File: src/rtl/xint_ctrl.sv
// rtl/xint_ctrl.sv - external interrupt controller: synchronizers, pending/mask/mode registers,
// fixed or rotating priority, IDLE/REQ/SERV request handshake with Wishbone register access.
module xint_ctrl #(
    parameter int NSRC        = 4,
    parameter int SYNC_STAGES = 2
) (
    input  logic            clk,
    input  logic            xint_clr,
    input  logic [NSRC-1:0] xint_src,
    output logic            irq_o,
    output logic [1:0]      irq_vec,
    input  logic            irq_ack,
    input  logic [1:0]      WB_ADRi,
    input  logic [7:0]      WB_DATi,
    output logic [7:0]      WB_DATo,
    input  logic            WB_WEi,
    input  logic            WB_CYCi,
    input  logic            WB_STBi,
    output logic            WB_ACKo
);

    typedef enum logic [1:0] {ST_IDLE, ST_REQ, ST_SERV} state_t;

    state_t          r_state;
    state_t          w_state_nxt;
    logic [NSRC-1:0] r_sync [SYNC_STAGES];
    logic [NSRC-1:0] r_sync_d;
    logic [NSRC-1:0] r_pend;
    logic [NSRC-1:0] r_en;
    logic [NSRC-1:0] r_edge_mode;
    logic            r_rot_en;
    logic [1:0]      r_last_eoi;
    logic            r_irq;
    logic [1:0]      r_vec;
    logic            r_ack;

    logic [NSRC-1:0] w_sync_last;
    logic [NSRC-1:0] w_rise;
    logic [NSRC-1:0] w_pend_nxt;
    logic [3:0]      w_cand;
    logic [1:0]      w_start;
    logic [1:0]      w_idx;
    logic [1:0]      w_grant;
    logic            w_any;
    logic            w_busy;
    logic            w_wb_hit;
    logic            w_wr;
    logic            w_wr_pend;
    logic            w_eoi;
    logic            w_take_ack;
    logic            w_unused;

    assign w_sync_last = r_sync[SYNC_STAGES-1];
    assign w_rise      = w_sync_last & ~r_sync_d;
    assign w_cand      = 4'(r_pend & r_en);
    assign w_any       = |w_cand;
    assign w_busy      = (r_state == ST_SERV);
    assign w_wb_hit    = WB_CYCi & WB_STBi & ~r_ack;
    assign w_wr        = w_wb_hit & WB_WEi;
    assign w_wr_pend   = w_wr & (WB_ADRi == 2'd0);
    assign w_eoi       = w_wr & (WB_ADRi == 2'd3) & w_busy;
    assign w_unused    = ^WB_DATi[7:5];

    assign irq_o   = r_irq;
    assign irq_vec = r_vec;
    assign WB_ACKo = r_ack;

    always_ff @(posedge clk or posedge xint_clr) begin
        if (xint_clr) begin
            for (int s = 0; s < SYNC_STAGES; s++) r_sync[s] <= '0;
            r_sync_d <= '0;
        end else begin
            r_sync[0] <= xint_src;
            for (int s = 1; s < SYNC_STAGES; s++) r_sync[s] <= r_sync[s-1];
            r_sync_d <= w_sync_last;
        end
    end

    // Scan from lowest to highest priority so the highest-priority candidate is written last.
    always_comb begin
        w_start = r_rot_en ? (r_last_eoi + 2'd1) : 2'd0;
        w_grant = 2'd0;
        w_idx   = 2'd0;
        for (int k = 3; k >= 0; k--) begin
            w_idx = w_start + 2'(k);
            if (w_cand[w_idx]) w_grant = w_idx;
        end
    end

    always_comb begin
        w_state_nxt = r_state;
        w_take_ack  = 1'b0;
        case (r_state)
            ST_IDLE: if (w_any) w_state_nxt = ST_REQ;
            ST_REQ: begin
                if (irq_ack) begin
                    w_state_nxt = ST_SERV;
                    w_take_ack  = 1'b1;
                end else if (!w_cand[r_vec]) begin
                    w_state_nxt = ST_IDLE;
                end
            end
            ST_SERV: if (w_eoi) w_state_nxt = ST_IDLE;
            default: w_state_nxt = ST_IDLE;
        endcase
    end

    // Edge sources: a new rising edge wins over a W1C or acknowledge clear in the same cycle.
    always_comb begin
        w_pend_nxt = r_pend;
        for (int i = 0; i < NSRC; i++) begin
            if (r_edge_mode[i]) begin
                w_pend_nxt[i] = (r_pend[i] & ~((w_wr_pend & WB_DATi[i]) |
                                (w_take_ack & (r_vec == 2'(i))))) | w_rise[i];
            end else begin
                w_pend_nxt[i] = w_sync_last[i];
            end
        end
    end

    always_ff @(posedge clk or posedge xint_clr) begin
        if (xint_clr) r_state <= ST_IDLE;
        else          r_state <= w_state_nxt;
    end

    always_ff @(posedge clk or posedge xint_clr) begin
        if (xint_clr) begin
            r_pend      <= '0;
            r_en        <= '0;
            r_edge_mode <= '0;
            r_rot_en    <= 1'b0;
            r_last_eoi  <= 2'd3;
            r_irq       <= 1'b0;
            r_vec       <= 2'd0;
            r_ack       <= 1'b0;
        end else begin
            r_pend <= w_pend_nxt;
            r_ack  <= w_wb_hit;
            r_irq  <= (w_state_nxt == ST_REQ);
            if (r_state == ST_IDLE && w_any) r_vec <= w_grant;
            if (w_eoi) r_last_eoi <= r_vec;
            if (w_wr && WB_ADRi == 2'd1) r_en <= WB_DATi[NSRC-1:0];
            if (w_wr && WB_ADRi == 2'd2) begin
                r_edge_mode <= WB_DATi[NSRC-1:0];
                r_rot_en    <= WB_DATi[4];
            end
        end
    end

    always_comb begin
        WB_DATo = 8'h00;
        case (WB_ADRi)
            2'd0: WB_DATo = 8'(r_pend);
            2'd1: WB_DATo = 8'(r_en);
            2'd2: WB_DATo = 8'({r_rot_en, r_edge_mode});
            2'd3: WB_DATo = {w_busy, 5'b00000, r_vec};
            default: WB_DATo = 8'h00;
        endcase
    end

endmodule
File: config.mk
export PLATFORM = sky130hd
export DESIGN_NAME = xint_ctrl
export DESIGN_NICKNAME = d
export VERILOG_FILES = /design/src/rtl/xint_ctrl.sv
export SDC_FILE = /design/constraint.sdc
export NUM_CORES = 1
export LEC_CHECK = 0
export BUFFER_PORTS_ARGS = -buffer_cell sky130_fd_sc_hd__buf_4
export CORE_AREA = 2 2 56 58
export DETAILED_ROUTE_END_ITERATION = 8
export DIE_AREA = 0 0 58 60
export HOLD_SLACK_MARGIN = 0.12
export PLACE_DENSITY = 0.76
export REMOVE_ABC_BUFFERS = 1
export SLEW_MARGIN = 20
export SYNTH_ARGS = -nofsm -noshare
export SYNTH_HDL_FRONTEND = slang
export SYNTH_SLANG_ARGS = --single-unit
File: constraint.sdc
create_clock -name clk -period 1.8 [get_ports clk]
set_clock_uncertainty 0.05 [all_clocks]
set_input_delay 0 -clock clk [delete_from_list [all_inputs] [get_ports clk]]
set_output_delay 0 -clock clk [all_outputs]
set_load 0.01 [all_outputs]
Word level (Yosys, flattened, before mapping) --
Index checks and enable logic that the tools add are counted.
Word-level totals: register bits after elaboration 33, input bits 20, output and inout bits 12
Cells by class: multiplexer cells 27, add/sub/neg operators 4, bitwise operators 34, reduce and logical (&&, ||, !) cells 7, equality and inequality tests 9, order comparisons 5
Operators with widths (number):
- $pmux W8 S4 | 1
- $and A1 B1 Y1 | 18
- $mux W2 | 9
- $lt A2 B3 Y1 const B | 5
- $mux W1 | 11
- $bmux W1 S2 | 5
- $eq A2 B2 Y1 const B | 5
- $and A4 B4 Y4 | 2
- $eq A2 B1 Y1 const B | 4
- $or A1 B1 Y1 | 8
- $logic_not A2 Y1 | 3
- $pmux W2 S3 | 1
- $not A1 Y1 | 5
- $add A2 B1 Y2 const B | 2
- $add A2 B2 Y2 const B | 2
- $not A4 Y4 | 1
- $reduce_or A4 Y1 | 1
- $logic_and A1 B1 Y1 | 3

Depth between registers and ports, before layout --
Gate-level depths: netlist of the first run.
depth in word-level cells 10, gate-level depth with buffers 4, depth with buffers taken out 4

Worst setup path after synthesis of the first run --
Ideal clock, no wire load.
path kind reg2reg, start point register r_vec[1] (netlist: irq_vec[1]), end point register r_irq (netlist: irq_o), stages on the path, launching flop included 4, arrival time 1.378 ns, setup time 0.110 ns, required time 1.640 ns, buffers on the path 1, setup slack 0.262 ns, cells stage by stage dfrtp_1 > clkbuf_1 > mux4_2 > o41ai_1
On the way: longest elaborated chain between the ends 6
RTL lines:
- start: declaration | line 34 | logic [1:0] r_vec;
- start signal: assignment | line 140 | if (r_state == ST_IDLE && w_any) r_vec <= w_grant;
- $bmux W1 S2 | line 99 | end else if (!w_cand[r_vec]) begin
- $mux W1 (not written as such) | line 99
- $mux W2 | line 99
- $mux W2 | line 96 | if (irq_ack) begin
- $pmux W2 S3 | line 93 | case (r_state)
- $eq A2 B1 Y1 | line 139 | r_irq <= (w_state_nxt == ST_REQ);
- end signal: assignment | line 139
- end: declaration | line 33 | logic r_irq;
Every way passes these cells. The select of a mux whose other input is x is not followed. A chain may end at the register's enable or synchronous reset.

Final worst setup path of the first run --
start point register r_ack (netlist: WB_ACKo), end point register r_en[2]
On the way: longest elaborated chain between the ends 4
RTL lines:
- start: declaration | line 35 | logic r_ack;
- start signal: assignment | line 138 | r_ack <= w_wb_hit;
- $not A1 Y1 | line 58 | assign w_wb_hit = WB_CYCi & WB_STBi & ~r_ack;
- $and A1 B1 Y1 | line 58
- $and A1 B1 Y1 | line 59 | assign w_wr = w_wb_hit & WB_WEi;
- $logic_and A1 B1 Y1 | line 142 | if (w_wr && WB_ADRi == 2'd1) r_en <= WB_DATi[NSRC-1:0];
- end signal: assignment | line 142
- end: declaration | line 29 | logic [NSRC-1:0] r_en;
Every way passes these cells.

==> results of run 1 <==
## Yosys cell counts (all sizes together) (3+ instances only)
master  instances
o21ai           5
a221oi          3
mux2           11
dfrtp          31
and2            3
a21o            3
nor2            5
inv             3
nand2          19
buf             4
nand4b          3
mux4            3
## power by group
part | leakage, nW | internal (mW) | switching [mW] | total (mW)
Clock | 0.0314 | 0.184 | 0.234 | 0.418
Combinational | 0.458 | 0.328 | 0.293 | 0.621
Sequential | 0.395 | 0.889 | 0.164 | 1.05
Total | 0.884 | 1.40 | 0.691 | 2.09
## final timing paths
check	start	end	slack, ns
max	WB_ACKo$_DFF_PP0_	r_en[2]$_DFFE_PP0P_	0.11
min	WB_ADRi[0]	r_last_eoi[1]$_DFFE_PP1P_	0.16
max reg2reg	WB_ACKo$_DFF_PP0_	r_en[2]$_DFFE_PP0P_	0.11
min reg2reg	r_sync[7]$_DFF_PP0_	w_sync_last[3]$_DFF_PP0_	0.31
max in group asynchronous	xint_clr	r_last_eoi[0]$_DFFE_PP1P_	1.13
min in group asynchronous	xint_clr	r_en[2]$_DFFE_PP0P_	0.25
## state kept, by name, indices dropped and copies added, names as in the netlist
| name | cells |
|---|---|
| irq_vec | 2 |
| r_pend | 4 |
| r_rot_en | 1 |
| r_en | 4 |
| WB_ACKo | 1 |
| irq_o | 1 |
| r_state | 2 |
| r_last_eoi | 2 |
| w_sync_last | 4 |
| r_edge_mode | 4 |
| r_sync_d | 4 |
| r_sync | 4 |
## worst max-delay path, cell delays in order (launching register included)
cell and delay [ns]:
dfrtp_1 0.41, nand4b_1 0.30, nor3b_2 0.45, mux2_1 0.38
## per-layer routing
metal / global-route usage (%) / vias to the layer above / part of all wire (%)
met4: 11.3 / 0 / 2.5
met3: 6.49 / 11 / 5.8
met1: 24.9 / 573 / 39
met2: 38.8 / 47 / 53
li1: - / 544 / -
met5: 0 / - / 0
## area by class of cell
| type | instances | share of cell area (%) |
|---|---|---|
| multi-input cells | 84 | 32.1 |
| clock buffers | 7 | 2.87 |
| flip-flops and latches | 33 | 43.2 |
| repair buffers | 44 | 19.1 |
| inverters | 3 | 0.588 |
| well taps | 33 | 2.16 |
## kinds of logic (layout without fill, tap and decap cells)
logic type,after synthesis,in the layout
muxes,16,16
other,1,2
DFF,33,33
AOI/OAI and AO/OA,26,26
buffers and inverters,8,54
and+or+nand+nor,40,40
## stage by stage
| stage | area (um2) | total power [mW] |
|---|---|---|
| 2_1_floorplan | 1450 | 1.40 |
| 3_3_place_gp | 1720 | 1.62 |
| 3_5_place_dp | 1720 | 1.66 |
| 4_1_cts | 1920 | 2.10 |
| 5_1_grt | 1920 | 2.23 |
| 6_report | 1920 | 2.09 |
## what timing repair did
action / in CTS / in global routing
hold endpoints to repair: 54 / 0
buffers inserted: 0 / 0
hold buffers: 14 / 0
==> impl_metrics.yaml, run 1 <==
clocking:
  cts.sinks: 33
  numCtsBuffers: 5
  tritoncts: "done"
  clock_path_buffers: 2
  clk_pin_slew_worst_paths_ns: 0.10
  cts_resized: 0
  clk_root_buffer_cell: "clkbuf_4"
  clk_latency_ns: 0.34
  h-tree-depth: 2
layout:
  fin_nets: 191
  final_cell_mix: "dfrtp_1 (31), buf_4 (30), nand2_1 (19)"
  final_util_pct: 66.0
  antenna_cells: 0
  multi_input_area_um2: 614
  final_cell_count_no_fill: 204
  fillCellCount: 233
  synthToLayoutAreaGrowth_pct: 29.5
  drive_gt1_share_pct: 25.1
  final_common_cell: "dfrtp_1"
  register_area_um2: 828
floorplan:
  dieWidth_um: 58
  initial_core_util_pct: 50.9
  fp.dieH_um: 60
  core_um2: 2900
  die_area_um2: 3480
  rows: 20
  ios: 32
timing:
  whs_ns: 0.162
  setup_tns_ns: 0
  max_clock_freq_mhz: 590
  finalCritPeriodShare_pct: 94.1
  rsz0062_at_grt: "false"
  period_minus_slack_ns: 1.69
  drv_slew: 0
  setup_viol: 0
  hold_viol_final: 0
  fin_ws_ns: 0.105
synth:
  syn_avg_cell_area_um2: 11.9
  yosys_register_bits: 33
  ys_types: 37
  synth_edf_count: 0
  synth_xor_area_share_pct: 0
  yosys.area_share.simple_pct: 13.8
  synth_cells: 124
  synth_fa_ha_area_share_pct: 0
  ys.flop_type: "dfrtp_1"
  synth_top_family_by_area: "multiplexers"
  yosysSeqAreaShare_pct: 56.0
  muxShareOfSynthArea_pct: 14.3
  synthesis.area_um2: 1480
  async_flop_share_pct: 100
  synth_top_cell_area_share_pct: 52.5
  yosys_warnings: 0
  synth_compound_area_share_pct: 12.9
  synthTopCellsByArea: "dfrtp_1 (52%), mux2_1 (7.6%), nand2_1 (4.8%), mux4_2 (4.6%), dfstp_2 (3.6%)"
  yosysTopAreaCell: "dfrtp_1"
global_routing:
  antenna_found_initial: 0
  grt_pass1_vias: 1235
  grt_pass1_wl_um: 5530
  track_usage_pct: 22.3
  grt.overflow.total: 0
  grt_max_degree: 34
placement:
  placedCellCount: 183
  place_hpwl_um: 2290
  portBuffers: 26
  post-place-ws_ns: 0.145
  gp_congestion: 0.778
route:
  wl_per_cell_um: 16.1
  dr.pass1.iters: 4
  drt_iter0_drc: 71
  num_vias: 1175
  drc: 0
  finalWirelength_um: 3290
  via_per_inst: 5.76
  ant_nets: 0
power:
  ir_drop_v: 0.000816
  power.density_nw_per_um2: 1090
  total_leakage_power_nw: 0.884
flow_run:
  maxCapViolations: 0
worst_setup_path:
  reg2regPathDepth: 3
  crit_required_ns: 1.98
  crit_path_end_kind: "register"
  worstSetupPathType: "reg2reg"
  cp-start-kind: "register"
  arrival_ns: 1.87
  path_max_fanout: 4
hold_path:
  holdPathStages: 4
  hold_path_class: "in2reg"
run_status:
  outcome: "complete, no violations"
(Power assumes the default switching activity.)
==> inputs of run 2 (changes only) <==
--- a/config.mk
+++ b/config.mk
@@ -9,8 +9,9 @@
 export CORE_AREA = 2 2 56 58
 export DETAILED_ROUTE_END_ITERATION = 8
 export DIE_AREA = 0 0 58 60
+export GPL_TIMING_DRIVEN = 0
 export HOLD_SLACK_MARGIN = 0.12
-export PLACE_DENSITY = 0.76
+export PLACE_DENSITY = 0.84
 export REMOVE_ABC_BUFFERS = 1
 export SLEW_MARGIN = 20
 export SYNTH_ARGS = -nofsm -noshare
==> impl_metrics.yaml, run 2 (synthesized netlist as in run 1, its figures left out) <==
power:
  power_switching_share_pct: 33.1
  total_leakage_power_nw: 0.868
  ir_drop_v: 0.000962
  pwr-share-clk_pct: 20.6
  switching_power_uw: 691
  comb_power_share_pct: 28.0
  power.density_nw_per_um2: 1100
  power_frac_seq_pct: 51.4
  internal_power_mw: 1.40
flow_run:
  maxCapViolations: 0
layout:
  synthToLayoutAreaGrowth_pct: 28.4
  fin_nets: 188
  final_util_pct: 65.4
  antenna_cells: 0
  fillCellCount: 225
  drive_gt1_share_pct: 23.7
  final_cell_mix: "dfrtp_1 (31), buf_4 (26), nand2_1 (19)"
  final_common_cell: "dfrtp_1"
clocking:
  post_cts_buffers: 0
  clk_root_buffer_cell: "clkbuf_4"
  clk_pin_slew_worst_paths_ns: 0.09
  numCtsBuffers: 5
  clk_latency_ns: 0.33
  h-tree-depth: 2
  tritoncts: "done"
  clock_path_buffers: 2
  cts.sinks: 33
global_routing:
  grt_pass1_wl_um: 5530
  track_usage_pct: 22.1
  grt_max_degree: 34
  antenna_found_initial: 0
  grt_pass1_vias: 1227
  grt.overflow.total: 0
run_status:
  outcome: "complete, no violations"
worst_setup_path:
  crit_path_top_delay_cell: "nor3b_2"
  worstSetupPathType: "reg2reg"
  critical_path.max_stage_delay_ns: 0.46
  crit_path_end_kind: "register"
  crit_required_ns: 1.96
  arrival_ns: 1.86
  path_max_fanout: 4
  critical-path-top-delay-family: "simple AND/OR/NAND/NOR gates"
  crit_chain: "nand4b_1, nor3b_2, mux2_1"
  cp-start-kind: "register"
  path_buf_inv: 0
route:
  ant_nets: 0
  via_per_inst: 5.79
  num_vias: 1169
  finalWirelength_um: 3230
  drt_iter0_drc: 70
  drc: 0
  dr.pass1.iters: 4
  wl_per_cell_um: 16.0
timing:
  finalCritPeriodShare_pct: 94.5
  rsz0062_at_grt: "false"
  drv_slew: 0
  hold_viol_final: 0
  period_minus_slack_ns: 1.70
  fin_ws_ns: 0.0990
  max_clock_freq_mhz: 588
  setup_viol: 0
  tightest_slew_ns: 0.679
  setup_tns_ns: 0
  maxSlewHeadroom_pct: 54.7
placement:
  gp_congestion: 0.839
  portBuffers: 26
  post-place-ws_ns: 0.135
  place_hpwl_um: 2160
floorplan:
  die_area_um2: 3480
  rows: 20
  dieWidth_um: 58
  fp.dieH_um: 60
  initial_core_util_pct: 50.9
  ios: 32
  core_um2: 2900
hold_path:
  hold_path_class: "in2reg"
[run 2: cell types whose count changed in the layout (fill, tap and decap cells not counted)]
cell and delta:
buf_4 -4, clkbuf_1 +1, dlygate4sd3_1 +1, inv_1 -1, inv_2 +1
[run 2: layout make-up]
cell class / instances / area [um2] / share of cell area [%]
Clock buffer: 8 / 58.8 / 3.10
Inverter: 3 / 11.3 / 0.593
Multi-Input combinational cell: 84 / 614 / 32.3
Sequential cell: 33 / 828 / 43.6
Tap cell: 33 / 41.3 / 2.17
Timing Repair Buffer: 41 / 345 / 18.2
[run 2: repair_timing]
action	in CTS	in global routing
resized for setup	0	0
hold buffers	15	0
endpoints found under the hold margin	52	0
[run 2: routing by layer]
layer  GRT usage, %  part of all wire, %  routed length [um]
met1           24.9                   41                1320
met2           38.0                   50                1600
met3           5.41                  6.2                 200
met4           13.3                  3.2                 104
met5              0                    0                   0
[run 2: worst min-delay path: cells and delay by family]
| family | cells | cell delay (ns) |
|---|---|---|
| AO/OA/AOI/OAI | 1 | 0.15 |
| buffers and inverters | 1 | 0.11 |
| AND/OR/NAND/NOR | 2 | 0.30 |
[run 2: per-stage QoR]
step | hold slack (ns) | power [mW] | cells | instance area (um2)
floorplan | -0.0186 | 1.40 | 120 | 1450
global placement | 0.0593 | 1.60 | 179 | 1690
detailed placement | 0.0605 | 1.64 | 179 | 1690
CTS | 0.207 | 2.09 | 202 | 1900
global route | 0.248 | 2.21 | 202 | 1900
finish | 0.226 | 2.09 | 202 | 1900
[run 2: power groups by stage]
stage	registers, mW	clock network (mW)	logic (mW)
finish	1.07	0.430	0.585
CTS	1.07	0.438	0.580
detailed placement	1.08	0	0.552
floorplan	1.04	0	0.357
global route	1.10	0.466	0.644
global placement	1.07	0	0.529
[run 2: final timing paths]
| path | from | endpoint | slack, ns | cells past startpoint |
|---|---|---|---|---|
| setup / recovery | WB_ACKo$_DFF_PP0_ | r_en[1]$_DFFE_PP0P_ | 0.1 | 3 |
| hold / removal | WB_WEi | r_state[1]$_DFF_PP0_ | 0.23 | 4 |
| setup reg to reg | WB_ACKo$_DFF_PP0_ | r_en[1]$_DFFE_PP0P_ | 0.1 | 3 |
| hold reg to reg | r_sync[4]$_DFF_PP0_ | w_sync_last[0]$_DFF_PP0_ | 0.30 | 0 |
| max in group asynchronous | xint_clr | r_en[1]$_DFFE_PP0P_ | 0.97 | 3 |
| min in group asynchronous | xint_clr | r_state[0]$_DFF_PP0_ | 0.29 | 3 |
==> inputs of run 3 (changes only) <==
--- a/config.mk
+++ b/config.mk
@@ -6,12 +6,12 @@
 export NUM_CORES = 1
 export LEC_CHECK = 0
 export BUFFER_PORTS_ARGS = -buffer_cell sky130_fd_sc_hd__buf_4
-export CORE_AREA = 2 2 56 58
+export CORE_AREA = 2 2 69 71
 export DETAILED_ROUTE_END_ITERATION = 8
-export DIE_AREA = 0 0 58 60
+export DIE_AREA = 0 0 71 73
 export GPL_TIMING_DRIVEN = 0
 export HOLD_SLACK_MARGIN = 0.12
-export PLACE_DENSITY = 0.84
+export PLACE_DENSITY = 0.6
 export REMOVE_ABC_BUFFERS = 1
 export SLEW_MARGIN = 20
 export SYNTH_ARGS = -nofsm -noshare
==> impl_metrics.yaml, run 3 (synthesized netlist as in run 1, its figures left out) <==
run_status:
  outcome: "complete, no violations"
worst_setup_path:
  cp-start-kind: "register"
  timing.rr.end: "r_edge_mode[2]$_DFFE_PP0P_"
  reg2reg_from: "WB_ACKo$_DFF_PP0_"
  ff2ff_setup_slack_ns: 0.13
  reg2regPathDepth: 3
  arrival_ns: 1.79
  crit_chain: "nand4b_1, and2b_2, mux2_1"
  critical_path.max_stage_delay_ns: 0.42
  crit_path_end_kind: "register"
  path_max_fanout: 5
  worstSetupPathType: "reg2reg"
  crit_required_ns: 1.91
  crit_path_top_delay_cell: "and2b_2"
timing:
  setup_viol: 0
  rsz0062_at_grt: "false"
  drv_slew: 0
  setup_tns_ns: 0
  maxSlewHeadroom_pct: 55.3
  finalCritPeriodShare_pct: 93.0
  tightest_slew_ns: 0.670
  max_clock_freq_mhz: 597
  period_minus_slack_ns: 1.67
  hold_viol_final: 0
clocking:
  clk_root_buffer_cell: "clkbuf_8"
  clk_latency_ns: 0.28
  cts.sinks: 33
  clock_path_buffers: 2
  numCtsBuffers: 5
  h-tree-depth: 2
  clk_pin_slew_worst_paths_ns: 0.07
  tritoncts: "done"
floorplan:
  initial_core_util_pct: 32.6
  core_um2: 4540
  dieWidth_um: 71
  fp.dieH_um: 73
  rows: 25
  ios: 32
  die_area_um2: 5180
route:
  via_per_inst: 5.22
  ant_nets: 0
  dr.pass1.iters: 4
  finalWirelength_um: 3200
  wl_per_cell_um: 14.4
  drt_iter0_drc: 75
  drc: 0
  num_vias: 1158
global_routing:
  grt_max_degree: 34
  grt_pass1_vias: 1130
  track_usage_pct: 14.0
  grt_pass1_wl_um: 5510
  grt.overflow.total: 0
  antenna_found_initial: 0
layout:
  antenna_cells: 0
  final_cell_mix: "dfrtp_1 (31), buf_4 (26), nand2_1 (19)"
  drive_gt1_share_pct: 25.6
  synthToLayoutAreaGrowth_pct: 32.0
  final_common_cell: "dfrtp_1"
  fin_nets: 187
  final_area_um2: 1950
placement:
  place_hpwl_um: 2230
  portBuffers: 26
  gp_congestion: 0.830
  placed_area_um2: 1720
power:
  total_leakage_power_nw: 0.881
  ir_drop_v: 0.000468
  power.total_mw: 2.19
  power.density_nw_per_um2: 1120
flow_run:
  maxCapViolations: 0
hold_path:
  holdPathEnd: "r_pend[3]$_DFF_PP0_"
  min_from: "WB_ADRi[0]"
  hold_path_class: "in2reg"
  holdPathStages: 4
## run 3: per-layer routing
| layer | part of all wire [%] | up-vias | track usage [%] |
|---|---|---|---|
| li1 | - | 535 | - |
| met1 | 43 | 571 | 17.6 |
| met2 | 48 | 43 | 21.0 |
| met3 | 6.0 | 9 | 5.11 |
| met4 | 2.6 | 0 | 7.55 |
| met5 | 0 | - | 0 |
## run 3: per-stage QoR
step	setup slack (ns)	hold WS, ns	cells	util (%)
2_1_floorplan	0.313	-0.0186	120	-
6_report	0.126	0.119	222	43.0
3_5_place_dp	0.115	0.0603	200	37.8
3_3_place_gp	0.133	0.0593	200	37.8
5_1_grt	0.0119	0.154	222	43.0
4_1_cts	0.0957	0.144	222	42.8
## run 3: power by group
| group | leakage (nW) | total (mW) | internal, mW | switching [mW] |
|---|---|---|---|---|
| Clock | 0.0450 | 0.523 | 0.267 | 0.256 |
| Combinational | 0.442 | 0.581 | 0.317 | 0.264 |
| Sequential | 0.395 | 1.08 | 0.890 | 0.192 |
| Total | 0.881 | 2.19 | 1.47 | 0.711 |
## run 3: how the worst max path moves through the flow
stage | start | endpoint | slack, ns | depth (start not counted)
after detailed placement | WB_ACKo$_DFF_PP0_ | r_edge_mode[2]$_DFFE_PP0P_ | 0.12 | 3
after CTS | WB_ACKo$_DFF_PP0_ | r_pend[2]$_DFF_PP0_ | 0.1 | 4
after global placement | WB_ACKo$_DFF_PP0_ | r_pend[2]$_DFF_PP0_ | 0.13 | 4
after floorplan | WB_ACKo$_DFF_PP0_ | r_en[0]$_DFFE_PP0P_ | 0.31 | 3
after global routing | WB_ACKo$_DFF_PP0_ | r_last_eoi[0]$_DFFE_PP1P_ | 0.01 | 3
final | WB_ACKo$_DFF_PP0_ | r_edge_mode[2]$_DFFE_PP0P_ | 0.13 | 3
## run 3: what timing repair did
action	4_1_cts	5_1_grt
resized for setup	0	3
setup endpoints to repair	0	4
setup buffers	0	0
hold buffers	14	0
endpoints found under the hold margin	52	0
## run 3: worst max-delay path: cells and delay by family (launching register included)
kind          cells  cell delay, ns
simple gates      2            0.78
flops             1            0.39
mux               1            0.34
## run 3: layout make-up
| cell class | instances | area, um2 |
|---|---|---|
| Timing Repair Buffer | 40 | 335 |
| Clock inverter | 2 | 10.0 |
| Sequential cell | 33 | 828 |
| Clock buffer | 6 | 72.6 |
| Multi-Input combinational cell | 84 | 627 |
| Inverter | 3 | 11.3 |
| Tap cell | 54 | 67.6 |
| Fill cell | 433 | 2580 |
